`src/rtl/dffr_pipe_scan_if.sv`:
```
// Upstream/downstream handshake bundle for the resettable scan pipeline.
interface dffr_pipe_scan_if #(
  parameter int unsigned WIDTH = 8
);
  logic [WIDTH-1:0] D;
  logic             DV;
  logic             DR;
  logic [WIDTH-1:0] Q;
  logic [WIDTH-1:0] QN;
  logic             QV;
  logic             QR;

  // Environment side: drives upstream data and downstream ready
  modport master (
    output D, DV, QR,
    input  DR, Q, QN, QV
  );

  // Pipeline side
  modport slave (
    input  D, DV, QR,
    output DR, Q, QN, QV
  );
endinterface

```
`src/rtl/dffr_pipe_scan.sv`:
```
// WIDTH-bit, DEPTH-stage elastic register pipeline with sync active-low reset,
// valid/ready stall handshake, Q/QN outputs and a mux-D scan chain through all data bits.
module dffr_pipe_scan #(
  parameter int unsigned      WIDTH     = 8,
  parameter int unsigned      DEPTH     = 3,
  parameter logic [WIDTH-1:0] RESET_VAL = '0
) (
  input  logic               CK,
  input  logic               RN,
  input  logic               SE,
  input  logic               SI,
  output logic               SO,
  dffr_pipe_scan_if.slave    bus
);

  logic [DEPTH-1:0]       v_q;
  logic [DEPTH-1:0]       v_d;
  logic [WIDTH-1:0]       d_q [DEPTH];
  logic [WIDTH-1:0]       d_d [DEPTH];
  logic [DEPTH:0]         r;
  logic [DEPTH-1:0]       vin;
  logic [WIDTH-1:0]       din [DEPTH];
  logic [DEPTH*WIDTH:0]   scan_ext;

  // Ready chain: stage i can load if it, or any stage after it, is empty, or downstream is ready.
  // Built as a running OR from the output end so no bit of r is read back in the same block.
  always_comb begin
    logic acc;
    acc      = bus.QR;
    r        = '0;
    r[DEPTH] = bus.QR;
    for (int unsigned k = 0; k < DEPTH; k++) begin
      acc              = acc | ~v_q[DEPTH-1-k];
      r[DEPTH-1-k]     = acc;
    end
  end

  // Per-stage incoming word: stage 0 from upstream, stage i from stage i-1
  always_comb begin
    vin    = '0;
    vin[0] = bus.DV;
    din[0] = bus.D;
    for (int unsigned i = 1; i < DEPTH; i++) begin
      vin[i] = v_q[i-1];
      din[i] = d_q[i-1];
    end
  end

  // Scan chain as one flat vector with SI appended at the bottom; a shift is a re-slice of it
  always_comb begin
    scan_ext    = '0;
    scan_ext[0] = SI;
    for (int unsigned i = 0; i < DEPTH; i++) begin
      scan_ext[i*WIDTH+1 +: WIDTH] = d_q[i];
    end
  end

  // Next state: scan shift (valids frozen) or elastic advance
  always_comb begin
    v_d = v_q;
    for (int unsigned i = 0; i < DEPTH; i++) begin
      d_d[i] = d_q[i];
    end
    if (SE) begin
      for (int unsigned i = 0; i < DEPTH; i++) begin
        d_d[i] = scan_ext[i*WIDTH +: WIDTH];
      end
    end else begin
      for (int unsigned i = 0; i < DEPTH; i++) begin
        if (r[i]) begin
          v_d[i] = vin[i];
          if (vin[i]) begin
            d_d[i] = din[i];
          end
        end
      end
    end
  end

  // State registers with synchronous active-low reset overriding scan and handshake
  always_ff @(posedge CK) begin
    if (!RN) begin
      v_q <= '0;
      for (int unsigned i = 0; i < DEPTH; i++) begin
        d_q[i] <= RESET_VAL;
      end
    end else begin
      v_q <= v_d;
      for (int unsigned i = 0; i < DEPTH; i++) begin
        d_q[i] <= d_d[i];
      end
    end
  end

  // Outputs: handshake is suppressed while scanning
  always_comb begin
    bus.Q  = d_q[DEPTH-1];
    bus.QN = ~d_q[DEPTH-1];
    bus.QV = v_q[DEPTH-1] & ~SE;
    bus.DR = r[0] & ~SE;
    SO     = d_q[DEPTH-1][WIDTH-1];
  end

endmodule

```
`src/flat_wrapper.sv`:
```
// flat-port wrapper written by rule: the top's interface ports become plain ports
module dffr_pipe_scan_flat 
#(
  parameter int unsigned      WIDTH     = 8,
  parameter int unsigned      DEPTH     = 3,
  parameter logic [WIDTH-1:0] RESET_VAL = '0
)
  (CK, RN, SE, SI, SO, bus_D, bus_DV, bus_QR, bus_DR, bus_Q, bus_QN, bus_QV);
  dffr_pipe_scan_if #(.WIDTH(WIDTH)) bus_i ();
  input  logic CK;
  input  logic RN;
  input  logic SE;
  input  logic SI;
  output logic SO;
  input wire logic [$bits(bus_i.D)-1:0] bus_D;
  input wire logic [$bits(bus_i.DV)-1:0] bus_DV;
  input wire logic [$bits(bus_i.QR)-1:0] bus_QR;
  output wire logic [$bits(bus_i.DR)-1:0] bus_DR;
  output wire logic [$bits(bus_i.Q)-1:0] bus_Q;
  output wire logic [$bits(bus_i.QN)-1:0] bus_QN;
  output wire logic [$bits(bus_i.QV)-1:0] bus_QV;
  assign bus_i.D = bus_D;
  assign bus_i.DV = bus_DV;
  assign bus_i.QR = bus_QR;
  assign bus_DR = bus_i.DR;
  assign bus_Q = bus_i.Q;
  assign bus_QN = bus_i.QN;
  assign bus_QV = bus_i.QV;
  dffr_pipe_scan #(.WIDTH(WIDTH), .DEPTH(DEPTH), .RESET_VAL(RESET_VAL)) u_core (.CK(CK), .RN(RN), .SE(SE), .SI(SI), .SO(SO), .bus(bus_i));
endmodule
```
`config.mk`:
```
export PLATFORM = sky130hd
export DESIGN_NAME = dffr_pipe_scan_flat
export DESIGN_NICKNAME = d
export VERILOG_FILES = /design/src/rtl/dffr_pipe_scan_if.sv /design/src/rtl/dffr_pipe_scan.sv /design/src/flat_wrapper.sv
export SDC_FILE = /design/constraint.sdc
export NUM_CORES = 1
export LEC_CHECK = 0
export BUFFER_PORTS_ARGS = -buffer_cell sky130_fd_sc_hd__buf_4
export CAP_MARGIN = 10
export CORE_ASPECT_RATIO = 0.7
export CORE_MARGIN = 3
export CORE_UTILIZATION = 50
export DETAILED_ROUTE_END_ITERATION = 7
export PLACE_DENSITY = 0.75
export SETUP_SLACK_MARGIN = 0.15
export SLEW_MARGIN = 20
export SYNTH_ARGS = -nofsm -noshare
export SYNTH_HDL_FRONTEND = slang
export SYNTH_SLANG_ARGS = --single-unit
```
`constraint.sdc`:
```
create_clock -name CK -period 1.5 [get_ports CK]
set_input_delay 0 -clock CK [delete_from_list [all_inputs] [get_ports CK]]
set_output_delay 0 -clock CK [all_outputs]
set_load 0.05 [all_outputs]
```
After elaboration in Yosys (flattened, before gate mapping)
Memory sizes are Yosys's and may differ from the RTL's.
Cells that the tools add are included.
Widths: inputs -> output; s select.
{ "totals": {"reg_bits": 3, "latch_bits": 0, "ram_bits": 24, "rom_bits": 0, "inputBits": 14, "output_inout_bits": 19, "word_cells": 32, "n_memories": 1} }
{ "mem_list": {"columns": ["memory", "depth", "word_bits", "read_ports", "rd_ports_with_merged_regs", "wr", "line_no", "rtl"], "rows": [
  ["u_core.d_q", 3, 8, 3, 0, 3, "dffr_pipe_scan.sv:18", "logic [WIDTH-1:0] d_q [DEPTH];"]
]} }
{ "op_classes": {"add_sub_neg": 0, "multipliers": 0, "div": 0, "magnitude_cmp": 0, "eq_ne": 0, "shift": 0, "muxes": 12, "bitwise": 13, "reduce_logical": 3} }
{ "op_table": {"columns": ["operator", "n"], "rows": [
  ["$mux 8", 9],
  ["$mux 24", 1],
  ["$not 8->8", 1],
  ["$or 1x1->1", 6],
  ["$reduce_and 2->1", 3],
  ["$not 1->1", 4],
  ["$and 1x1->1", 2],
  ["$mux 1", 2]
]} }

Longest topological paths before layout
Gate-level depths: netlist of the first run.
{ "depth": {"depth_word": 7, "ltp_mapped": 5} }

Least setup slack after synthesis of the first run
OpenSTA, ideal clock, no wires.
{ "synth_path": {"kind": "reg-to-reg", "startpoint": "register u_core.v_q[0]", "endpoint": "memory u_core.d_q[0][0]", "setup_ps": 87, "arrival_ps": 1022, "required_ps": 1413, "slack_ps": 391, "path_stages_with_launch": 4, "path_buffers": 0, "period_less_slack_ps": 1109, "path_cell_list": "dfxtp_1 > nand4b_2 > a21o_4 > a221oi_2"} }
{ "synth_rtl": {"columns": ["item", "line_no", "rtl"], "rows": [
  ["from (decl)", "dffr_pipe_scan.sv:16", "logic [DEPTH-1:0] v_q;"],
  ["from (signal assigned)", "dffr_pipe_scan.sv:88", "v_q <= v_d;"],
  ["to (decl)", "dffr_pipe_scan.sv:18", null]
]} }

==> results of run 1 <==
-- through the flow --
step                      area (µm²)  setup WS, ns  hold WS (ns)  utilization, %
after floorplan                 1490         0.391         0.221               -
after global placement          1670         0.230         0.306            62.9
after detailed placement        1670         0.234         0.314            62.9
after CTS                       1710         0.170        0.0171            64.7
after global routing            1730         0.148       0.00472            65.5
final                           1730         0.247        0.0209            65.5
-- layout by cell type, fill, tap and decap left out, drive strengths merged --
cell type  count
a21o           2
o21a           1
nand4b         1
a211o          8
o21ai          1
a21oi          3
a21bo          1
clkinv         1
nand2b         1
and2           1
dfxtp         27
clkbuf         3
nor2           8
a211oi        16
buf           35
nor2b          2
a21boi         1
a221oi         8
nand2         11
nand3b         1
mux2i         24
inv           19
-- area by class of cell --
| cell class | count | area (µm²) |
|---|---|---|
| Tap cell | 34 | 42.5 |
| Sequential cell | 27 | 541 |
| Clock buffer | 3 | 41.3 |
| Clock inverter | 1 | 5.00 |
| Fill cell | 224 | 912 |
| Timing Repair Buffer | 35 | 275 |
| Inverter | 19 | 71.3 |
| Multi-Input combinational cell | 90 | 758 |
-- cells by family (layout without fill, tap and decap cells) --
family                 Yosys count  count (layout)  share of synthesized area, %
buffers and inverters           37              58                          12.8
AND/OR/NAND/NOR                 25              25                          8.00
flip-flops                      27              27                          36.4
multiplexers                    24              24                          16.2
AO/OA/AOI/OAI                   41              41                          26.7
-- power by group --
group          switching (mW)  internal (mW)  leakage, nW
sequential             0.0419          0.768        0.223
combinational           0.266          0.167        0.496
clock                   0.227          0.186       0.0255
-- Yosys cell counts (all sizes together) --
master | count | area share (%)
dfxtp | 27 | 36
mux2i | 24 | 16
inv | 19 | 4.8
buf | 17 | 7.7
a211oi | 16 | 8.1
nand2 | 11 | 2.8
a211o | 8 | 4.7
a221oi | 8 | 8.1
nor2 | 8 | 2.0
a21oi | 3 | 1.8
a21o | 2 | 2.0
nor2b | 2 | 0.84
a21bo | 1 | 0.67
a21boi | 1 | 0.51
and2 | 1 | 0.42
clkbuf | 1 | 0.25
nand2b | 1 | 0.42
nand3b | 1 | 0.51
nand4b | 1 | 1.0
o21a | 1 | 0.51
o21ai | 1 | 0.34
-- worst reg2reg max path: stages, from the launching register on --
cell	delay [ns]
dfxtp_1	0.43
nand2b_2	0.19
a21o_4	0.30
a211oi_1	0.24
-- how the worst max path moves through the flow --
stage	start	to	depth (start not counted)
floorplan	u_core.v_q[0]	u_core.d_q[0][0]	3
global placement	u_core.v_q[2]	u_core.d_q[0][17]	3
detailed placement	u_core.v_q[2]	u_core.d_q[0][18]	3
CTS	u_core.v_q[2]	u_core.d_q[0][17]	3
global route	u_core.v_q[2]	u_core.d_q[0][17]	3
finish	u_core.v_q[2]	u_core.d_q[0][17]	3
-- per-layer routing --
| layer | vias to the layer above | part of all wire (%) | GRT usage [%] |
|---|---|---|---|
| li1 | 582 | - | - |
| met1 | 564 | 46 | 21.4 |
| met2 | 25 | 48 | 27.9 |
| met3 | 2 | 4.8 | 4.83 |
| met4 | 0 | 0.63 | 3.75 |
| met5 | - | 0 | 0 |
-- state kept, by name (all words and copies together), names as in the netlist --
name / count
u_core.d_q: 24
u_core.v_q: 3
-- repair_timing --
| item | CTS | global route |
|---|---|---|
| resized for setup | 0 | 1 |
| setup endpoints to repair | 0 | 9 |
| buffers inserted | 0 | 1 |
==> results.tsv, run 1 <==
stage	metric	value	unit
status	result of the run	finished, final reports clean	
grt	initial antenna violation count	0	
finish	number of diodes added for antenna fixing	0	
worst_hold_path	type of the most critical hold path	input pin to flop	
setup_path	type of element launching the critical path	flop	
setup_path	worst-path cell with the longest stage delay	dfxtp_1	
die	area of the core	0.00265	mm²
sta	Final period util	83.6	%
die	die boundary width	71.2	µm
power	VDD IR-drop max	0.000587	V
clocking	maximum clock insertion buffer count	2	
yosys	Net Count, Synth	168	
power	static leakage power	0.744	nW
setup_path	WS Path Type	flop to flop	
sta	headroom to the max-slew limit	62.4	%
yosys	summed instance area of the synthesized netlist	0.00149	mm²
yosys	count of yosys warnings during synthesis	0	
routing	via-per-instance ratio	5.61	
finish	final standard cell count with taps included and fillers excluded	209	
grt	total overflow reported by the global router	0	
sta	total negative slack	0	ns
clocking	clock-pin slew on the worst setup and hold paths	0.09	ns
clocking	insertion delay to the later sink of the worst-skew pair	0.27	ns
job	number of maximum-capacitance violations	0	
clocking	number of hold buffers added after cts	0	
setup_path	sequence of cells on the critical path	nand2b_2, a21o_4, a211oi_1	
sta	Hold Vio Cnt, Final	0	
setup_path	maximum net fanout on the critical path	10	
clocking	Num CTS Buffers	3	
die	Die Outline Area	0.00367	mm²
setup_path	kind of cell adding the most delay to the critical path	compound AO/OA/AOI/OAI gates	
setup_path	WP data arrival	1.43	ns
clocking	clock tree from TritonCTS	done	
routing	total routed wirelength	3000	µm
yosys	#FFs+latches synth	27	
grt	GRT Total Usage	16.7	%
routing	first-pass iteration count of the detailed router	4	
power	power density over cell area	955	mW/mm²
setup_path	Max stage delay on crit path	0.43	ns
sta	number of failing setup endpoints in the final timing report	0	
setup_path	R2R cell count	3	
routing	post-route ant nets	0	
routing	vias after detailed routing	1173	
finish	ratio of cells with drive above 1 in the final layout	30.9	%
setup_path	reg-to-reg slack, setup	0.25	ns
placement	total of buffers placed on input and output ports	32	
grt	global-route wire length before repair	4890	µm
yosys	Avg Cell Area, Syn	9.65	µm²
sta	setup skew after layout	0.00361	ns
die	Die Span Y	51.6	µm
worst_hold_path	launch point of the worst hold path	RN	
placement	routability congestion estimate	0.766	
setup_path	buffers and inverters on the worst path	0	
routing	violation count after the first detailed-routing iteration	53	
clocking	CTS root buf	clkbuf_8	
finish	# nets final	190	
clocking	sinks on the clock net	27	
placement	dpl cells	204	
sta	count of pins over their slew limit	0	
placement	post-DP HPWL	2200	µm
worst_hold_path	count of cells along the worst hold path	2	
yosys	Seq/Total Area, Yosys	36.4	%
die	I/O pin cnt	33	
sta	Fmax	798	MHz
routing	DRC Markers	0	
yosys	post-synthesis instance total	154	
sta	setup repair after global routing missed its margin	false	
finish	area growth from synthesis to layout	16.7	%
sta	clock period minus final worst setup slack	1.25	ns
setup_path	Required @ worst endpoint	1.68	ns
grt	vias in the first global route	1085	
yosys	number of distinct library cell variants in the gate-level netlist after synthesis	24	
worst_hold_path	hold-critical path endpoint	u_core.v_q[0]	
power	total power of the final layout	1.66	mW
grt	largest net degree at the start of global routing	48	
routing	wire length per cell after detailed routing	14.4	µm
die	number of cell rows	15	
setup_path	kind of end point of the critical path	flop	
die	effective utilization at floorplan	56.2	%
setup_path	endpoint of the lowest-slack register-to-register path	u_core.d_q[0][17]	
sta	worst-margin pin slew	0.564	ns
clocking	maximum level of the CTS H-tree	1	
setup_path	Reg2Reg Launch Point	u_core.v_q[2]	
(Power assumes the default switching activity.)
==> inputs of run 2 (changes only) <==
==> constraint.sdc (replaced) <==
create_clock -name CK -period 1.21 [get_ports CK]
set_input_delay 0 -clock CK [delete_from_list [all_inputs] [get_ports CK]]
set_output_delay 0 -clock CK [all_outputs]
set_load 0.05 [all_outputs]
==> run 2 against run 1 <==
Against the previous run: cell count grew 2.9%; worst setup slack lost 0.20 ns; utilization grew 4.3 points; clock power grew 25%; non-clock buffer count grew 6; die area is the same; worst hold slack gained 0.015 ns; largest power group unchanged.
==> results.tsv, run 2 (same netlist as run 1, synthesis figures left out) <==
stage	metric	value	unit	change
status	result of the run	finished, final reports clean		
finish	flip-flop and latch area	549	µm²	+1.6%
die	I/O pin cnt	33		unchanged
setup_path	maximum net fanout on the critical path	8		-2
die	die boundary width	71.2	µm	unchanged
grt	total overflow reported by the global router	0		unchanged
placement	post-DP HPWL	2350	µm	+6.7%
setup_path	kind of cell adding the most delay to the critical path	flip-flops		
setup_path	WS Path Type	flop to flop		
sta	setup skew after layout	0.00186	ns	-0.00175 ns
setup_path	WP data arrival	1.36	ns	-0.07 ns
power	Cell Int Power	1.41	mW	+26%
finish	number of diodes added for antenna fixing	0		unchanged
finish	largest registers	u_core.d_q x24, u_core.v_q x3		
routing	DRC Markers	0		unchanged
sta	clock period minus final worst setup slack	1.16	ns	-0.0912 ns
clocking	clock tree from TritonCTS	done		
routing	wire length per cell after detailed routing	14.9	µm	+3.9%
sta	worst hold margin	0.0364	ns	+0.0154 ns
finish	most used cells in the layout excluding fill and tap cells	buf_4, dfxtp_1, mux2i_1		
placement	total of buffers placed on input and output ports	32		unchanged
finish	max FFs per register	24		unchanged
finish	# nets final	196		+3.2%
clocking	Num CTS Buffers	3		unchanged
power	total power of the final layout	2.09	mW	+26%
setup_path	buffers and inverters on the worst path	1		+1
die	Die Span Y	51.6	µm	unchanged
routing	via-per-instance ratio	5.48		-2.4%
setup_path	type of element launching the critical path	flop		
grt	largest net degree at the start of global routing	21		-56%
finish	fill cell total of the finished layout	204		-8.9%
sta	setup repair after global routing missed its margin	true		
routing	violation count after the first detailed-routing iteration	23		-57%
clocking	sinks on the clock net	27		unchanged
routing	total routed wirelength	3210	µm	+6.9%
placement	area of placed instances	0.00174	mm²	+4.4%
setup_path	Max stage delay on crit path	0.39	ns	-0.04 ns
routing	vias after detailed routing	1178		+0.43%
grt	GRT Total Usage	17.6	%	+0.90 points
routing	post-route ant nets	0		unchanged
power	VDD IR-drop max	0.000686	V	+17%
finish	most frequent standard cell in the layout excluding fill and tap cells	buf_4		
finish	ratio of cells with drive above 1 in the final layout	37.0	%	+6.2 points
setup_path	sequence of cells on the critical path	nand3b_1, a21oi_4, buf_12, mux2i_1		
worst_hold_path	type of the most critical hold path	input pin to flop		
clocking	insertion delay to the later sink of the worst-skew pair	0.27	ns	about the same
placement	routability congestion estimate	0.767		about the same
sta	Fmax	860	MHz	+7.8%
power	fraction of power consumed by the clock network	24.7	%	-0.3 points
finish	combined area of the multi-input logic cells	782	µm²	+3.1%
sta	worst-margin pin slew	0.389	ns	-0.174 ns
die	Die Outline Area	0.00367	mm²	unchanged
sta	Final period util	96.1	%	+12 points
grt	global-route wire length before repair	5200	µm	+6.5%
power	power density over cell area	1130	mW/mm²	+18%
die	effective utilization at floorplan	56.2	%	unchanged
sta	Hold Vio Cnt, Final	0		unchanged
power	switching part of the total	32.3	%	about the same
clocking	CTS root buf	clkbuf_8		
setup_path	worst-path cell with the longest stage delay	dfxtp_4		
sta	number of failing setup endpoints in the final timing report	0		unchanged
power	share of power burned in registers	47.8	%	-1.1 points
grt	vias in the first global route	1177		+8.5%
finish	Biggest register	u_core.d_q		
job	number of maximum-capacitance violations	0		unchanged
setup_path	kind of end point of the critical path	flop		
sta	count of pins over their slew limit	0		unchanged
grt	initial antenna violation count	0		unchanged
clocking	clock-pin slew on the worst setup and hold paths	0.09	ns	about the same
clocking	maximum clock insertion buffer count	2		unchanged
finish	fin area	0.00185	mm²	+6.5%
sta	headroom to the max-slew limit	74.0	%	+12 points
finish	area growth from synthesis to layout	24.2	%	
setup_path	Required @ worst endpoint	1.41	ns	-0.27 ns
power	combinational share of power	27.5	%	+1.4 points
die	area of the core	0.00265	mm²	unchanged
power	switching power	0.676	mW	+26%
die	number of cell rows	15		unchanged
routing	first-pass iteration count of the detailed router	4		unchanged
clocking	maximum level of the CTS H-tree	1		unchanged
power	static leakage power	0.798	nW	+7.2%
-- run 2: changes by cell type in the layout (fill, tap and decap cells not counted), sizes merged --
cell / before / now
buf: 35 / 40
dlygate4sd3: 0 / 1
-- run 2: worst paths after layout --
check | cells past startpoint | startpoint | slack [ns] | end
hold / removal | 3 | RN | 0.04 | u_core.d_q[0][13]
hold reg to reg | 2 | u_core.d_q[0][13] | 0.49 | u_core.d_q[0][13]
setup / recovery | 4 | u_core.v_q[2] | 0.05 | u_core.d_q[0][15]
setup reg to reg | 4 | u_core.v_q[2] | 0.05 | u_core.d_q[0][15]
-- run 2: per-stage QoR --
step	worst slack, ns	util (%)	TNS, ns	std cells
floorplan	0.168	-	0	154
global placement	0.0482	65.7	0	208
detailed placement	-0.0170	65.7	-0.0517	208
CTS	0.0420	68.8	0	213
global route	-0.0223	69.8	-0.0603	215
finish	0.0477	69.8	0	215
-- run 2: final cells by class --
type / count / area share (%)
multi-input combinational: 90 / 42.3
sequential: 27 / 29.7
tap: 34 / 2.30
clock inverter: 1 / 0.271
inverter: 19 / 3.86
clock buffer: 3 / 2.24
timing repair buffer: 41 / 19.2
-- run 2: power groups by stage --
| stage | combinational (mW) | sequential (mW) | clock [mW] |
|---|---|---|---|
| 6_report | 0.574 | 0.999 | 0.516 |
| 3_5_place_dp | 0.557 | 1.02 | 0 |
| 2_1_floorplan | 0.416 | 1.02 | 0 |
| 5_1_grt | 0.614 | 1.01 | 0.568 |
| 3_3_place_gp | 0.547 | 1.02 | 0 |
| 4_1_cts | 0.567 | 1.00 | 0.536 |
-- run 2: routing by layer --
layer	GRT usage, %	wire length, µm	part of all wire [%]	up-vias
met5	0	0	0	-
met4	6.25	36	1.1	0
met3	4.25	118	3.7	5
met2	29.7	1600	50	18
met1	22.0	1460	45	561
li1	-	-	-	594
-- run 2: worst register-to-register path: stages (launching register included) --
cell and delay, ns:
dfxtp_4 0.39, nand3b_1 0.16, a21oi_4 0.18, buf_12 0.15, mux2i_1 0.21
-- run 2: timing repair --
item,CTS,global route
pin swaps,1,5
gates cloned,0,0
setup buffers,0,2
setup endpoints to repair,26,25
resized for setup,7,3
hold buffers,1,0
endpoints found under the hold margin,1,0
==> inputs of run 3 (changes only) <==
--- a/config.mk
+++ b/config.mk
@@ -11,7 +11,7 @@
 export CORE_MARGIN = 3
 export CORE_UTILIZATION = 50
 export DETAILED_ROUTE_END_ITERATION = 7
-export PLACE_DENSITY = 0.75
+export PLACE_DENSITY = 0.85
 export SETUP_SLACK_MARGIN = 0.15
 export SLEW_MARGIN = 20
 export SYNTH_ARGS = -nofsm -noshare
==> run 3 against run 2 <==
Against the previous run: the flow now finishes with violations (negative setup slack); highest routed layer unchanged; design area is 0.68% higher; cell count grew 0.47%; combinational power about the same; critical endpoint is now u_core.d_q[0][19]; largest cell class unchanged; wire length rose by 5.0%; critical path depth did not move; clock-buffer cell count grew 1; power down 0.82%; global-route usage is 2.5 points higher; die area unchanged.
==> results.tsv, run 3 (same netlist as run 1, synthesis figures left out) <==
stage	metric	value	unit	change
setup_path	Required @ worst endpoint	1.35	ns	-0.06 ns
finish	max FFs per register	24		unchanged
clocking	CTS root buf	clkbuf_8		
finish	number of diodes added for antenna fixing	0		unchanged
power	VDD IR-drop max	0.00100	V	+46%
setup_path	maximum net fanout on the critical path	5		-3
sta	Fmax	823	MHz	-4.3%
clocking	maximum level of the CTS H-tree	1		unchanged
routing	post-route ant nets	0		unchanged
finish	combined area of the multi-input logic cells	810	µm²	+3.5%
sta	setup repair after global routing missed its margin	true		
clocking	sinks on the clock net	27		unchanged
sta	worst hold margin	0.0334	ns	-0.00298 ns
die	area of the core	0.00265	mm²	unchanged
setup_path	kind of end point of the critical path	flop		
finish	area growth from synthesis to layout	25.1	%	
sta	number of failing setup endpoints in the final timing report	1		+1
routing	vias after detailed routing	1189		+0.93%
sta	Hold Vio Cnt, Final	0		unchanged
power	Cell Int Power	1.41	mW	-0.21%
grt	initial antenna violation count	0		unchanged
finish	# nets final	197		+0.51%
power	combinational share of power	27.6	%	about the same
clocking	number of hold buffers added after cts	0		-1
finish	fraction of the core area covered by cells at the end of the flow	70.3	%	+0.47 points
clocking	clock-pin slew on the worst setup and hold paths	0.09	ns	about the same
status	result of the run	complete, but fails checks		
finish	Biggest register	u_core.d_q		
finish	final standard cell count with taps included and fillers excluded	216		+0.47%
placement	post-DP HPWL	2410	µm	+2.5%
routing	total routed wirelength	3370	µm	+5.0%
setup_path	WS Path Type	flop to flop		
finish	fill cell total of the finished layout	192		-5.9%
finish	most frequent standard cell in the layout excluding fill and tap cells	buf_4		
finish	flip-flop and latch area	552	µm²	+0.46%
power	static leakage power	0.797	nW	-0.10%
finish	most used cells in the layout excluding fill and tap cells	buf_4, dfxtp_1, mux2i_1		
grt	largest net degree at the start of global routing	48		+130%
placement	dpl cells	207		-0.48%
routing	wire length per cell after detailed routing	15.6	µm	+4.5%
placement	total of buffers placed on input and output ports	32		unchanged
setup_path	Max stage delay on crit path	0.39	ns	about the same
sta	worst-margin pin slew	0.432	ns	+0.0426 ns
setup_path	WP data arrival	1.36	ns	about the same
finish	largest registers	u_core.d_q x24, u_core.v_q x3		
die	die boundary width	71.2	µm	unchanged
finish	ratio of cells with drive above 1 in the final layout	39.6	%	+2.5 points
grt	vias in the first global route	1230		+4.5%
grt	total overflow reported by the global router	0		unchanged
clocking	Num CTS Buffers	3		unchanged
grt	GRT Total Usage	20.1	%	+2.5 points
setup_path	type of element launching the critical path	flop		
job	number of maximum-capacitance violations	0		unchanged
power	share of power burned in registers	48.4	%	+0.6 points
placement	routability congestion estimate	0.756		-1.4%
sta	setup skew after layout	0.00402	ns	+0.00216 ns
sta	headroom to the max-slew limit	71.2	%	-2.8 points
sta	setup slack after layout	-0.00491	ns	-0.0526 ns
power	switching part of the total	31.9	%	-0.41 points
routing	violation count after the first detailed-routing iteration	62		+170%
routing	first-pass iteration count of the detailed router	4		unchanged
worst_hold_path	type of the most critical hold path	input pin to flop		
die	effective utilization at floorplan	56.2	%	unchanged
routing	DRC Markers	0		unchanged
grt	global-route wire length before repair	5820	µm	+12%
die	number of cell rows	15		unchanged
clocking	insertion delay to the later sink of the worst-skew pair	0.27	ns	about the same
die	Die Outline Area	0.00367	mm²	unchanged
clocking	clock tree from TritonCTS	done		
routing	via-per-instance ratio	5.50		+0.47%
power	power density over cell area	1110	mW/mm²	-1.5%
setup_path	worst-path cell with the longest stage delay	dfxtp_4		
status	failing checks	negative setup slack		
power	fraction of power consumed by the clock network	24.0	%	-0.7 points
power	switching power	0.662	mW	-2.1%
sta	Final period util	100	%	+4.3 points
sta	clock period minus final worst setup slack	1.21	ns	+0.0526 ns
setup_path	sequence of cells on the critical path	nand2b_1, buf_4, a211oi_1, a211oi_1		
die	Die Span Y	51.6	µm	unchanged
clocking	maximum clock insertion buffer count	2		unchanged
setup_path	crit-path most repeated cell	a211oi_1		
sta	count of pins over their slew limit	0		unchanged
die	I/O pin cnt	33		unchanged
run 3: changes by cell type in the layout (fill, tap and decap cells not counted), sizes merged:
cell,previous run,this run
buf,40,42
clkbuf,3,4
clkinv,1,0
dlygate4sd3,1,0
run 3: routing by layer:
metal	up-vias	routed length (µm)	GRT usage, %
li1	597	-	-
met1	563	1470	24.3
met2	22	1710	34.8
met3	7	139	5.02
met4	0	48	7.81
met5	-	0	0
run 3: area by class of cell:
type | instances | area share (%)
multi-input combinational | 90 | 43.5
sequential | 27 | 29.7
timing repair buffer | 42 | 18.2
clock buffer | 4 | 2.42
inverter | 19 | 3.84
tap | 34 | 2.29
run 3: worst max-delay path, delay by kind of cell, from the launching register on:
family                 cells  cell delay, ns
AO/OA/AOI/OAI              2            0.37
AND/OR/NAND/NOR            1            0.14
buffers and inverters      1            0.20
flip-flops                 1            0.39
run 3: timing repair:
item	in CTS	in global routing
pin swaps	7	6
gates resized for setup	10	7
setup buffers	4	1
setup endpoints to repair	26	26
run 3: stage by stage:
step                      total power, mW  setup WS, ns  setup TNS [ns]  area, µm²
after detailed placement             1.56      -0.00510        -0.00510       1690
final                                2.07      -0.00491        -0.00491       1860
after floorplan                      1.43         0.168               0       1490
after CTS                            2.08        0.0227               0       1820
after global placement               1.54        0.0940               0       1690
after global routing                 2.17       -0.0698          -0.106       1860
run 3: worst paths after layout:
kind | endpoint | startpoint | cells after the start | slack [ns]
worst min register to register | u_core.d_q[0][13] | u_core.d_q[0][13] | 2 | 0.49
worst min-delay path | u_core.v_q[0] | RN | 2 | 0.03
worst max register to register | u_core.d_q[0][19] | u_core.v_q[2] | 4 | -0.005
worst max-delay path | u_core.d_q[0][19] | u_core.v_q[2] | 4 | -0.005
run 3: power by group through the flow:
stage	logic (mW)	registers [mW]	clock network, mW
finish	0.572	1.00	0.497
global route	0.613	1.01	0.550
CTS	0.560	0.999	0.517
detailed placement	0.533	1.03	0
global placement	0.519	1.02	0
floorplan	0.416	1.02	0
